<file path="src/rtl/button_conditioner.sv">
// Button front end: 2-flop sync, tick-based debounce, one-hot press pulses plus collision flag.
// Define AUTO_REPEAT_EN to build the shared UP/DOWN auto-repeat FSM.
module button_conditioner #(
    parameter int unsigned N_BTN          = 5,
    parameter int unsigned DEBOUNCE_TICKS = 4
`ifdef AUTO_REPEAT_EN
    ,
    parameter int unsigned      REPEAT_DELAY  = 100,
    parameter int unsigned      REPEAT_PERIOD = 20,
    parameter logic [N_BTN-1:0] REPEAT_MASK   = N_BTN'(5'b00011)
`endif
) (
    input  logic             clk,
    input  logic             reset,
    input  logic             tick,
    input  logic [N_BTN-1:0] btn_raw,
    output logic [N_BTN-1:0] btn_pulse,
    output logic [N_BTN-1:0] btn_level,
    output logic             collision
);
    localparam int unsigned CNT_W = $clog2(DEBOUNCE_TICKS + 1);

    logic [N_BTN-1:0] sync1_q, sync2_q;
    logic [N_BTN-1:0] level_q, level_d;
    logic [N_BTN-1:0] edge_q, edge_d;
    logic [N_BTN-1:0] pulse_q, pulse_d;
    logic [N_BTN-1:0] edge_rest;
    logic             coll_q;
    logic             single;
    logic             multi;
    logic [CNT_W-1:0] cnt_q [N_BTN];
    logic [CNT_W-1:0] cnt_d [N_BTN];

    always_comb begin
        level_d = level_q;
        for (int i = 0; i < N_BTN; i++) begin
            cnt_d[i] = cnt_q[i];
            if (tick) begin
                if (sync2_q[i] == level_q[i]) begin
                    cnt_d[i] = '0;
                end else if (cnt_q[i] == CNT_W'(DEBOUNCE_TICKS - 1)) begin
                    level_d[i] = sync2_q[i];
                    cnt_d[i]   = '0;
                end else begin
                    cnt_d[i] = cnt_q[i] + CNT_W'(1);
                end
            end
        end
        edge_d = level_d & ~level_q;
    end

    // Clearing the lowest set bit leaves a non-zero value only when two or more edges coincide.
    assign edge_rest = edge_q & (edge_q - N_BTN'(1));
    assign single    = (edge_q != '0) && (edge_rest == '0);
    assign multi     = (edge_rest != '0);

    always_ff @(posedge clk) begin
        if (!reset) begin
            sync1_q <= '0;
            sync2_q <= '0;
            level_q <= '0;
            edge_q  <= '0;
            pulse_q <= '0;
            coll_q  <= 1'b0;
            for (int i = 0; i < N_BTN; i++) begin
                cnt_q[i] <= '0;
            end
        end else begin
            sync1_q <= btn_raw;
            sync2_q <= sync1_q;
            level_q <= level_d;
            edge_q  <= edge_d;
            pulse_q <= pulse_d;
            coll_q  <= multi;
            for (int i = 0; i < N_BTN; i++) begin
                cnt_q[i] <= cnt_d[i];
            end
        end
    end

`ifdef AUTO_REPEAT_EN
    localparam int unsigned RMAX   = (REPEAT_DELAY > REPEAT_PERIOD) ? REPEAT_DELAY : REPEAT_PERIOD;
    localparam int unsigned RCNT_W = $clog2(RMAX + 1);

    localparam logic [1:0] IDLE = 2'd0;
    localparam logic [1:0] HOLD = 2'd1;
    localparam logic [1:0] RPT  = 2'd2;

    logic [1:0]        state_q, state_d;
    logic [N_BTN-1:0]  hsel_q, hsel_d;
    logic [RCNT_W-1:0] rcnt_q, rcnt_d;

    always_comb begin
        state_d = state_q;
        hsel_d  = hsel_q;
        rcnt_d  = rcnt_q;
        pulse_d = '0;
        // A fresh single press always wins over a pending repeat.
        if (single) begin
            pulse_d = edge_q;
            if ((edge_q & REPEAT_MASK) != '0) begin
                state_d = HOLD;
                hsel_d  = edge_q;
                rcnt_d  = '0;
            end else begin
                state_d = IDLE;
            end
        end else if (state_q != IDLE) begin
            if (((level_q & hsel_q) == '0) || ((level_q & ~hsel_q) != '0)) begin
                state_d = IDLE;
            end else if (tick) begin
                if (state_q == HOLD && rcnt_q == RCNT_W'(REPEAT_DELAY - 1)) begin
                    pulse_d = hsel_q;
                    rcnt_d  = '0;
                    state_d = RPT;
                end else if (state_q == RPT && rcnt_q == RCNT_W'(REPEAT_PERIOD - 1)) begin
                    pulse_d = hsel_q;
                    rcnt_d  = '0;
                end else begin
                    rcnt_d = rcnt_q + RCNT_W'(1);
                end
            end
        end
    end

    always_ff @(posedge clk) begin
        if (!reset) begin
            state_q <= IDLE;
            hsel_q  <= '0;
            rcnt_q  <= '0;
        end else begin
            state_q <= state_d;
            hsel_q  <= hsel_d;
            rcnt_q  <= rcnt_d;
        end
    end
`else
    always_comb begin
        pulse_d = single ? edge_q : '0;
    end
`endif

    assign btn_pulse = pulse_q;
    assign btn_level = level_q;
    assign collision = coll_q;

endmodule

</file>
<file path="config.mk">
export PLATFORM = sky130hd
export DESIGN_NAME = button_conditioner
export DESIGN_NICKNAME = d
export VERILOG_FILES = /design/src/rtl/button_conditioner.sv
export SDC_FILE = /design/constraint.sdc
export NUM_CORES = 1
export LEC_CHECK = 0
export ABC_CLOCK_PERIOD_IN_PS = 2200
export CAP_MARGIN = 20
export CORE_MARGIN = 2
export CORE_UTILIZATION = 40
export CTS_BUF_LIST = sky130_fd_sc_hd__clkbuf_4 sky130_fd_sc_hd__clkbuf_8
export DETAILED_ROUTE_END_ITERATION = 8
export SLEW_MARGIN = 20
export SYNTH_ARGS = -nofsm -noshare
export SYNTH_HDL_FRONTEND = slang
export SYNTH_SLANG_ARGS = --single-unit
</file>
<file path="constraint.sdc">
create_clock -name clk -period 2.2 [get_ports clk]
set_input_delay 0.22 -clock clk [delete_from_list [all_inputs] [get_ports clk]]
set_output_delay 0.22 -clock clk [all_outputs]
set_load 0.005 [all_outputs]
</file>
# [Yosys cells after proc, flatten, opt, wreduce, memory -nomap -nowiden]
# Memories as Yosys holds them, arrays and structs flattened.
# Index checks and enable logic that the tools add are counted.
[word_totals] mem_bits_rw=15 elab_cells=73 latchBits=0 n_memories=1 romBits=0 inputBits=8 register_bits=26
[op_classes] reduce_logical=5 n_div=0 add_sub_neg=6 n_shift=0 order_cmp=0 n_mux=37 mul=0 bitwise_logic=8 eq_ne=10
[memory_table] name="cnt_q" words=5 width=3 rd=5 rd_clocked_by_memory_dff=0 write_ports=5 line_no="31" text="logic [CNT_W-1:0] cnt_q [N_BTN];"
[ops] operator="$mux 3" n=20
[ops] operator="$mux 1" n=17
[ops] operator="$add 3x1->3 const B" n=5
[ops] operator="$eq 3x2->1 const B" n=5
[ops] operator="$and 5x5->5" n=2
[ops] operator="$reduce_bool 5->1" n=2
[ops] operator="$eq 1x1->1" n=5
[ops] operator="$logic_not 5->1" n=1
[ops] operator="$not 5->5" n=1
[ops] operator="$or 1x1->1" n=5
[ops] operator="$sub 5x1->5 const B" n=1
[ops] operator="$reduce_and 2->1" n=1
[ops] operator="$logic_and 1x1->1" n=1

# [Depth between registers and ports, before layout]
# Gate-level depths: netlist of run 1.
[depth] depth_word=5 mapped_depth=4 depth_no_buf=4

# [Least setup slack after synthesis of run 1]
# OpenSTA, ideal clock, no wires.
[synth_path] kind="flip-flop to flip-flop" start="memory cnt_q[0][3] (netlist bit)" end="memory cnt_q[0][3] (netlist bit)" synth_period_minus_slack_ns=1.083 slack_ns=1.117 path_stages_with_launch=5 setup_time_ns=0.058 arrival_time_ns=1.025 required_time_ns=2.142 cell_sequence="dfxtp_1 -> ha_1 -> nor2b_1 -> nor4b_1 -> o21a_1"
[synth_rtl] item="start, declared" line_no="31"

==> out/summary.txt, run 1 <==
hold path startpoint - sync1_q[1]$_SDFF_PN0_
clock power share - 39.3%
DRT Pass-1 Iters - 4
VDD IR max - 0.000403 V
reg2reg path depth - 4
Worst Hold Depth - 1
R2R Path Start - cnt_q[0][3]$_SDFFE_PN0P_
r2r endpoint - cnt_q[0][3]$_SDFFE_PN0P_
TritonCTS clock tree - done
Layout area overhead - 21.3%
Seq cells post-synth - 41
Core Area - 3690 um2
Slowest-stage cell, CP - clkdlybuf4s50_1
# nets final - 171
synthesized netlist cell count - 136
H-tree levels - 2
CTS Buffer Depth - 2
Final WS setup - 0.717 ns
Hold EP - sync2_q[1]$_SDFF_PN0_
category of the most critical setup path - in2reg
pre-CTS setup slack - 0.386 ns
Comb power frac - 4.0%
crit-path leading delay family - buffers and inverters
DIE AREA - 4370 um2
1st-iter DRT viols - 40
Max Cap Viol - 0
Synth cell types - 28
Final Hold Viols - 0
switching share of power - 20.3%
Die Ht - 66.1 um
Reg power frac - 56.7%
Initial Utilization - 41.9%
vias - 996
status - finished, final reports clean
minimum clock period - 1.48 ns
Placer Congestion - 0.723
Synth area leader - dfxtp_1
DRC - 0
placed cell areas - 1770 um2
post-route cell area - 1870 um2
io pins - 19
post-synth top area share - 53.2%
Tcrit/Tclk final - 67.4%
vias in the first global route - 1000
register clock-pin slew on the reported worst setup and hold paths - 0.07 ns
Util after Layout - 50.8%
initial antenna violation count - 0
Post-CTS Setup Inserts - 0
fin cells - 207
Synthesized Nets - 149
total gr overflow - 0
layout cell share with drive strength beyond 1 - 13.8%
r2r setup slk - 1.03 ns
Post-CTS Hold Fix Bufs - 0
post-cts gate resize count - 0
CP Data Arrival Time - 1.72 ns
Crit Path Max Fanout - 16
Buf/Inv on CP - 1
total track usage - 13.2%
clk_skew - 0.00271 ns
post-DR wirelength/cell - 11.4 um
RSZ-0062 raised after global routing - false
dpl cells - 199
width of the die - 66.1 um
Num CTS Buffers - 5
Max stage delay on crit path - 0.70 ns
PD cells - 714 nW/um2
Avg Cell Area, Syn - 11.4 um2
Detail Route Antenna Nets - 0
Int Power - 1.07 mW
number of port buffers - 18
largest net degree at the start of global routing - 23
Post-Syn Area - 1540 um2
nature of the critical path endpoint - register
Final HPWL DP - 1.73 mm
total negative slack - 0 ns
Startpoint Class - input port
worst hold path type - reg2reg
Fmax - 674 MHz
worst endpoint required time - 2.44 ns
Final Total Pwr - 1.34 mW
Yosys warning count - 0
Leak - 0.770 nW
Slew HR - 62.2%
WHS - 0.439 ns
Worst Max-Slew Pin Slew - 0.566 ns
Inserted Diodes - 0
clock root cell - clkbuf_8
global-route wire length before repair - 4.28 mm
WL final - 2.36 mm
worst path cell trace - clkdlybuf4s50_1 -> nor2b_1 -> mux2_2
sequential area share after synthesis - 53.2%
Synth area leaders - dfxtp_1, and2_1, nor2b_1, ha_1, nor3b_1
DR vias/cell - 4.81
Sw Pwr - 0.272 mW
# rows - 22
# setup viols final - 0
clock sink total - 41
insertion delay to the later sink of the worst-skew pair - 0.29 ns
Max Slew Vio Count - 0
==> layout make-up <==
class,count,area (um2)
Tap cell,48,60.1
Sequential cell,41,821
Timing Repair Buffer,20,195
Clock inverter,1,5.00
Multi-Input combinational cell,89,692
Inverter,1,3.75
Fill cell,353,1820
Clock buffer,7,96.3
==> sequential cells by signal, indices dropped and copies added (netlist names) <==
name and flops:
btn_level 5, cnt_q 15, sync2_q 5, collision 1, edge_q 5, btn_pulse 5
sync1_q 5
==> cells by family after synthesis <==
kind of cell	Yosys count	share of synthesized area (%)
flip-flops	41	53.2
multiplexers	9	6.16
buffers and inverters	6	2.03
XOR/XNOR	5	2.84
AO/OA/AOI/OAI	14	6.16
adder cells (fa/ha/maj)	5	4.05
AND/OR/NAND/NOR	56	25.6
==> synthesized netlist by cell type, drive strengths merged <==
cell / instances
a22o: 4
a2111o: 1
clkbuf: 3
o21a: 1
and3: 6
nor3b: 7
ha: 5
o22ai: 1
mux2i: 5
inv: 1
and2b: 1
mux2: 4
and2: 11
nor4b: 3
nor3: 4
a21oi: 1
nor2b: 11
nand2: 4
dfxtp: 41
nand3b: 6
xnor2: 5
o21ai: 6
nor2: 3
buf: 2
==> layout by cell type (no fill, tap or decap), drive strengths merged, types with 2 or more instances in the layout <==
master	n
xnor2	5
mux2i	5
buf	2
nor3	4
clkbuf	7
and2	11
and3	6
clkdlybuf4s50	18
nor3b	7
nand3b	6
dfxtp	41
nor2	3
mux2	4
o21ai	6
a22o	4
nor2b	11
ha	5
nand2	4
nor4b	3
==> worst max path at each step <==
stage | cells after the start | to | start | slack (ns)
floorplan | 4 | cnt_q[0][3]$_SDFFE_PN0P_ | cnt_q[0][3]$_SDFFE_PN0P_ | 1.12
global placement | 3 | cnt_q[0][12]$_SDFFE_PN0P_ | tick | 0.45
detailed placement | 3 | cnt_q[0][9]$_SDFFE_PN0P_ | tick | 0.39
CTS | 3 | cnt_q[0][9]$_SDFFE_PN0P_ | tick | 0.69
global route | 3 | cnt_q[0][12]$_SDFFE_PN0P_ | tick | 0.58
finish | 3 | cnt_q[0][9]$_SDFFE_PN0P_ | tick | 0.72
==> power groups by stage <==
| stage | clock network, mW | registers (mW) | logic (mW) |
|---|---|---|---|
| floorplan | 0 | 0.774 | 0.0343 |
| global placement | 0 | 0.774 | 0.0540 |
| detailed placement | 0 | 0.775 | 0.0551 |
| CTS | 0.541 | 0.758 | 0.0553 |
| global route | 0.582 | 0.759 | 0.0602 |
| finish | 0.525 | 0.758 | 0.0541 |
==> metal layers <==
metal	vias to the layer above	wire (um)	GRT usage, %
met5	-	0	0
met4	0	56	6.89
met3	6	134	5.79
met2	19	1100	21.6
met1	456	1070	14.2
li1	515	-	-
No activity file was read; power rests on OpenSTA's default activity.
==> run 2, diff against run 1 <==
--- a/config.mk
+++ b/config.mk
@@ -5,7 +5,7 @@
 export SDC_FILE = /design/constraint.sdc
 export NUM_CORES = 1
 export LEC_CHECK = 0
-export ABC_CLOCK_PERIOD_IN_PS = 2200
+export ABC_CLOCK_PERIOD_IN_PS = 1300
 export CAP_MARGIN = 20
 export CORE_MARGIN = 2
 export CORE_UTILIZATION = 40
==> constraint.sdc (replaced) <==
create_clock -name clk -period 1.3 [get_ports clk]
set_input_delay 0.13 -clock clk [delete_from_list [all_inputs] [get_ports clk]]
set_output_delay 0.13 -clock clk [all_outputs]
set_load 0.005 [all_outputs]
==> run 2 against run 1 <==
Effect of this change:
- non-clock buffer count increased by 5
- die area stayed put
- via count rose by 1.6%
- sequential share of layout area fell by 1.2 points
- combinational power grew 89%
- wire length up 9.0%
- sequential power rose by 69%
- sequential cell count unchanged
- power up 81%
- clock-buffer cell count decreased by 1
- clock power is 96% higher
- critical path type is now reg2out
- critical endpoint is now btn_level[1]
- largest power group unchanged
==> out/summary.txt, run 2 (synthesis gave the netlist of run 1 again) <==
Leak - 0.864 nW (+12%)
Placer Congestion - 0.708 (-2.2%)
most frequent cells in the layout - dfxtp_1, clkdlybuf4s50_1, and2_1, nor2b_1
worst hold path type - in2reg
# setup viols final - 0 (unchanged)
clock root cell - clkbuf_8
TritonCTS clock tree - done
Reg with most FFs - cnt_q
category of the most critical setup path - reg2out
WL final - 2.57 mm (+9.0%)
Filler Cells Inserted - 340 (-3.7%)
status - finished, final reports clean
CP Data Arrival Time - 1.10 ns (-0.62 ns)
Max Cap Viol - 0 (unchanged)
H-tree levels - 2 (unchanged)
layout cell share with drive strength beyond 1 - 20.1% (+6.3 points)
Final HPWL DP - 1.95 mm (+13%)
Final Hold Viols - 0 (unchanged)
pre-CTS setup slack - -0.158 ns (-0.544 ns)
Buf/Inv on CP - 1 (unchanged)
post-DR wirelength/cell - 12.1 um (+6.4%)
# nets final - 176 (+2.9%)
total track usage - 13.9% (+0.70 points)
clk_skew - 0.00589 ns (+0.00318 ns)
fin cells - 212 (+2.4%)
Slowest-stage cell, CP - clkdlybuf4s50_1
Max stage delay on crit path - 0.49 ns (-0.21 ns)
io pins - 19 (unchanged)
number of port buffers - 18 (unchanged)
Startpoint Class - register
Fmax - 814 MHz
Core Area - 3690 um2 (unchanged)
Final WS setup - 0.0714 ns (-0.645 ns)
total gr overflow - 0 (unchanged)
vias in the first global route - 1008 (+0.80%)
nature of the critical path endpoint - primary output
Max Slew Vio Count - 0 (unchanged)
Largest register FFs - 15 (unchanged)
DRC - 0 (unchanged)
Post-CTS Hold Fix Bufs - 0 (unchanged)
DRT Pass-1 Iters - 4 (unchanged)
DR vias/cell - 4.77 (-0.79%)
worst path cell trace - clkdlybuf4s50_1
Die Ht - 66.1 um (unchanged)
area of the multi-input gates - 698 um2 (+0.90%)
Slew HR - 68.8% (+6.6 points)
insertion delay to the later sink of the worst-skew pair - 0.28 ns (about the same)
clock sink total - 41 (unchanged)
crit-path leading delay family - buffers and inverters
Layout area overhead - 26.5%
CTS Buffer Depth - 2 (unchanged)
VDD IR max - 0.000671 V (+67%)
worst endpoint required time - 1.17 ns (-1.27 ns)
Worst Max-Slew Pin Slew - 0.467 ns (-0.0988 ns)
Tcrit/Tclk final - 94.5%
largest net degree at the start of global routing - 17 (-26%)
Detail Route Antenna Nets - 0 (unchanged)
dpl cells - 203 (+2.0%)
1st-iter DRT viols - 53 (+33%)
global-route wire length before repair - 4.54 mm (+6.1%)
Storage cell area - 832 um2 (+1.4%)
Crit Path Max Fanout - 2 (-14)
Initial Utilization - 41.9% (unchanged)
Num CTS Buffers - 5 (unchanged)
width of the die - 66.1 um (unchanged)
register clock-pin slew on the reported worst setup and hold paths - 0.08 ns (about the same)
# rows - 22 (unchanged)
RSZ-0062 raised after global routing - false
DIE AREA - 4370 um2 (unchanged)
PD cells - 1240 nW/um2 (+73%)
Inserted Diodes - 0 (unchanged)
vias - 1012 (+1.6%)
commonest non-fill, non-tap cell in the layout - dfxtp_1
minimum clock period - 1.23 ns
initial antenna violation count - 0 (unchanged)
==> run 2: path summary, 6_finish.rpt <==
check,start,end,slack [ns],cells past startpoint
setup / recovery,btn_level[1]$_SDFF_PN0_,btn_level[1],0.07,1
hold / removal,btn_raw[0],sync1_q[0]$_SDFF_PN0_,0.42,2
setup reg to reg,btn_level[1]$_SDFF_PN0_,cnt_q[0][5]$_SDFFE_PN0P_,0.11,4
hold reg to reg,sync1_q[3]$_SDFF_PN0_,sync2_q[3]$_SDFF_PN0_,0.44,1
==> run 2: what timing repair did <==
| item | CTS | global route |
|---|---|---|
| resized for setup | 6 | 6 |
| setup endpoints to repair | 5 | 5 |
| setup buffers | 0 | 1 |
==> run 2: stage by stage <==
step                hold WS (ns)  setup TNS [ns]  cell area (um2)  utilization, %  total power, mW
floorplan                  0.257               0             1540               -             1.37
global placement           0.418           -1.36             1800            48.8             1.41
detailed placement         0.420           -2.14             1800            48.8             1.41
CTS                        0.412               0             1930            52.2             2.45
global route               0.422               0             1950            53.0             2.53
finish                     0.416               0             1950            53.0             2.41
==> run 2: area by class of cell <==
type	count	area share, %
clock buffers	6	4.23
clock inverters	2	1.92
multi-input cells	89	35.7
well taps	48	3.07
repair buffers	25	12.2
inverters	1	0.192
flip-flops and latches	41	42.6
==> run 2: routing by layer <==
metal | vias up | GRT usage (%) | routed length (um)
met4 | 0 | 6.12 | 29
met3 | 5 | 3.75 | 135
met1 | 460 | 17.3 | 1210
met2 | 22 | 22.3 | 1200
li1 | 525 | - | -
met5 | - | 0 | 0
==> run 2: power by group <==
| part | total, mW | internal (mW) | switching [mW] |
|---|---|---|---|
| Clock | 1.03 | 0.624 | 0.411 |
| Combinational | 0.102 | 0.0572 | 0.0449 |
| Sequential | 1.28 | 1.27 | 0.00828 |
| Total | 2.41 | 1.95 | 0.464 |
==> run 3, diff against run 2 <==
--- a/config.mk
+++ b/config.mk
@@ -10,7 +10,9 @@
 export CORE_MARGIN = 2
 export CORE_UTILIZATION = 40
 export CTS_BUF_LIST = sky130_fd_sc_hd__clkbuf_4 sky130_fd_sc_hd__clkbuf_8
+export CTS_CLUSTER_SIZE = 28
 export DETAILED_ROUTE_END_ITERATION = 8
+export DONT_BUFFER_PORTS = 1
 export SLEW_MARGIN = 20
 export SYNTH_ARGS = -nofsm -noshare
 export SYNTH_HDL_FRONTEND = slang
==> run 3 against run 2 <==
Effect of this change:
- critical path depth rose by 3
- cell count is 7.5% lower
- clock skew decreased by 0.00059 ns
- sequential share of layout area grew 3.3 points
- clock power about the same
- utilization fell by 4.5 points
- largest cell class unchanged
- via count decreased by 2.6%
- critical path type is now reg2reg
- combinational power shrank 23%
==> out/summary.txt, run 3 (synthesis gave the netlist of run 1 again) <==
post-route cell area - 1790 um2 (-8.5%)
Reg with most FFs - cnt_q
vias - 986 (-2.6%)
Largest register FFs - 15 (unchanged)
pre-CTS setup slack - 0.0859 ns (+0.244 ns)
Comb power frac - 3.3% (-0.9 points)
category of the most critical setup path - reg2reg
Final HPWL DP - 1.63 mm (-17%)
total gr overflow - 0 (unchanged)
DR vias/cell - 5.03 (+5.4%)
PD cells - 1330 nW/um2 (+7.6%)
VDD IR max - 0.000634 V (-5.6%)
global-route wire length before repair - 4.39 mm (-3.3%)
insertion delay to the later sink of the worst-skew pair - 0.29 ns (about the same)
CTS Buffer Depth - 2 (unchanged)
minimum clock period - 1.20 ns (-0.0273 ns)
layout cell share with drive strength beyond 1 - 14.2% (-5.9 points)
status - finished, final reports clean
io pins - 19 (unchanged)
CP Data Arrival Time - 1.44 ns (+0.34 ns)
total negative slack - 0 ns (unchanged)
DRC - 0 (unchanged)
1st-iter DRT viols - 29 (-45%)
Post-CTS Setup Inserts - 0 (unchanged)
Storage cell area - 821 um2 (-1.4%)
switching share of power - 20.4% (+1.2 points)
worst endpoint required time - 1.54 ns (+0.37 ns)
DIE AREA - 4370 um2 (unchanged)
Sw Pwr - 0.485 mW (+4.5%)
largest net degree at the start of global routing - 21 (+4)
Detail Route Antenna Nets - 0 (unchanged)
Die Ht - 66.1 um (unchanged)
clock power share - 42.8% (about the same)
Final Hold Viols - 0 (unchanged)
most frequent cells in the layout - dfxtp_1, and2_1, nor2b_1, dlygate4sd3_1, nor3b_1
# setup viols final - 0 (unchanged)
total track usage - 13.7% (-0.19 points)
clk_skew - 0.00530 ns (-0.000590 ns)
Util after Layout - 48.5% (-4.5 points)
nature of the critical path endpoint - register
register clock-pin slew on the reported worst setup and hold paths - 0.08 ns (about the same)
Slew HR - 57.9% (-11 points)
Inserted Diodes - 0 (unchanged)
Layout area overhead - 15.8%
initial antenna violation count - 0 (unchanged)
Startpoint Class - register
number of port buffers - 0 (-18)
Final Total Pwr - 2.38 mW (-1.5%)
post-DR wirelength/cell - 12.8 um (+5.3%)
Max Slew Vio Count - 0 (unchanged)
Core Area - 3690 um2 (unchanged)
area of the multi-input gates - 698 um2 (unchanged)
Worst Max-Slew Pin Slew - 0.631 ns (+0.164 ns)
Int Power - 1.89 mW (-2.9%)
Leak - 0.758 nW (-12%)
vias in the first global route - 1009 (+0.099%)
Max Cap Viol - 0 (unchanged)
width of the die - 66.1 um (unchanged)
RSZ-0062 raised after global routing - false
Crit Path Max Fanout - 3 (+1)
commonest non-fill, non-tap cell in the layout - dfxtp_1
Fmax - 832 MHz (+2.3%)
worst hold path type - in2reg
clock root cell - clkbuf_8
Tcrit/Tclk final - 92.4% (-2.1 points)
H-tree levels - 2 (unchanged)
TritonCTS clock tree - done
# rows - 22 (unchanged)
Filler Cells Inserted - 361 (+6.2%)
Placer Congestion - 0.718 (+1.5%)
WL final - 2.51 mm (-2.7%)
DRT Pass-1 Iters - 4 (unchanged)
# nets final - 160 (-9.1%)
Initial Utilization - 41.9% (unchanged)
Reg power frac - 53.9% (+1.0 points)
clock sink total - 41 (unchanged)
Num CTS Buffers - 5 (unchanged)
placed cell areas - 1580 um2 (-13%)
Final WS setup - 0.0987 ns (+0.0273 ns)
[run 3: cell types whose count changed in the layout (fill, tap and decap cells not counted)]
cell             before  now
dlymetal6s2s_1        3    0
inv_6                 0    1
dfxtp_1              36   41
buf_4                 7    0
dlymetal6s4s_1        0    1
dfxtp_2               3    0
clkinv_2              0    1
dlygate4sd2_1         1    0
clkdlybuf4s50_1      14    0
dfxtp_4               2    0
clkinvlp_4            1    0
clkbuf_8              6    5
dlygate4sd3_1         0    8
[run 3: power groups by stage]
stage / Sequential (mW) / Clock (mW) / Combinational (mW)
after floorplan: 1.31 / 0 / 0.0580
after detailed placement: 1.31 / 0 / 0.0498
after global placement: 1.31 / 0 / 0.0480
after global routing: 1.28 / 1.11 / 0.0887
final: 1.28 / 1.02 / 0.0786
after CTS: 1.28 / 1.05 / 0.0746
[run 3: cell type report]
class                   count  area share [%]
clock buffers               5            3.85
clock inverters             3            2.45
inverters                   1           0.210
multi-input cells          89            39.0
flip-flops and latches     41            45.9
well taps                  48            3.36
repair buffers              9            5.18
[run 3: critical path, stage by stage, from the launching register on]
cell	delay, ns
dfxtp_1	0.33
ha_1	0.23
nor2b_1	0.15
nor4b_2	0.28
o21a_1	0.16
[run 3: final timing paths]
kind | from | end | slack, ns | depth (start not counted)
setup / recovery | cnt_q[0][3]$_SDFFE_PN0P_ | cnt_q[0][3]$_SDFFE_PN0P_ | 0.1 | 4
hold / removal | reset | btn_pulse[1]$_SDFF_PN0_ | 0.009 | 2
setup reg to reg | cnt_q[0][3]$_SDFFE_PN0P_ | cnt_q[0][3]$_SDFFE_PN0P_ | 0.1 | 4
hold reg to reg | sync1_q[3]$_SDFF_PN0_ | sync2_q[3]$_SDFF_PN0_ | 0.44 | 1
[run 3: timing repair]
action / in CTS / in global routing
endpoints found under the setup margin: 0 / 3
hold endpoints to repair: 28 / 2
hold buffers: 8 / 1
resized for setup: 0 / 2
[run 3: per-layer routing]
| layer | vias up | part of all wire [%] | GRT usage (%) |
|---|---|---|---|
| met4 | 0 | 2.0 | 6.89 |
| met5 | - | 0 | 0 |
| li1 | 492 | - | - |
| met3 | 5 | 5.5 | 6.30 |
| met2 | 19 | 45 | 21.3 |
| met1 | 470 | 47 | 15.7 |
[run 3: through the flow]
stage | cells | hold slack, ns
finish | 196 | 0.00885
detailed placement | 179 | 0.257
global placement | 179 | 0.251
global route | 196 | 0.00106
floorplan | 136 | 0.257
CTS | 195 | 0.00171
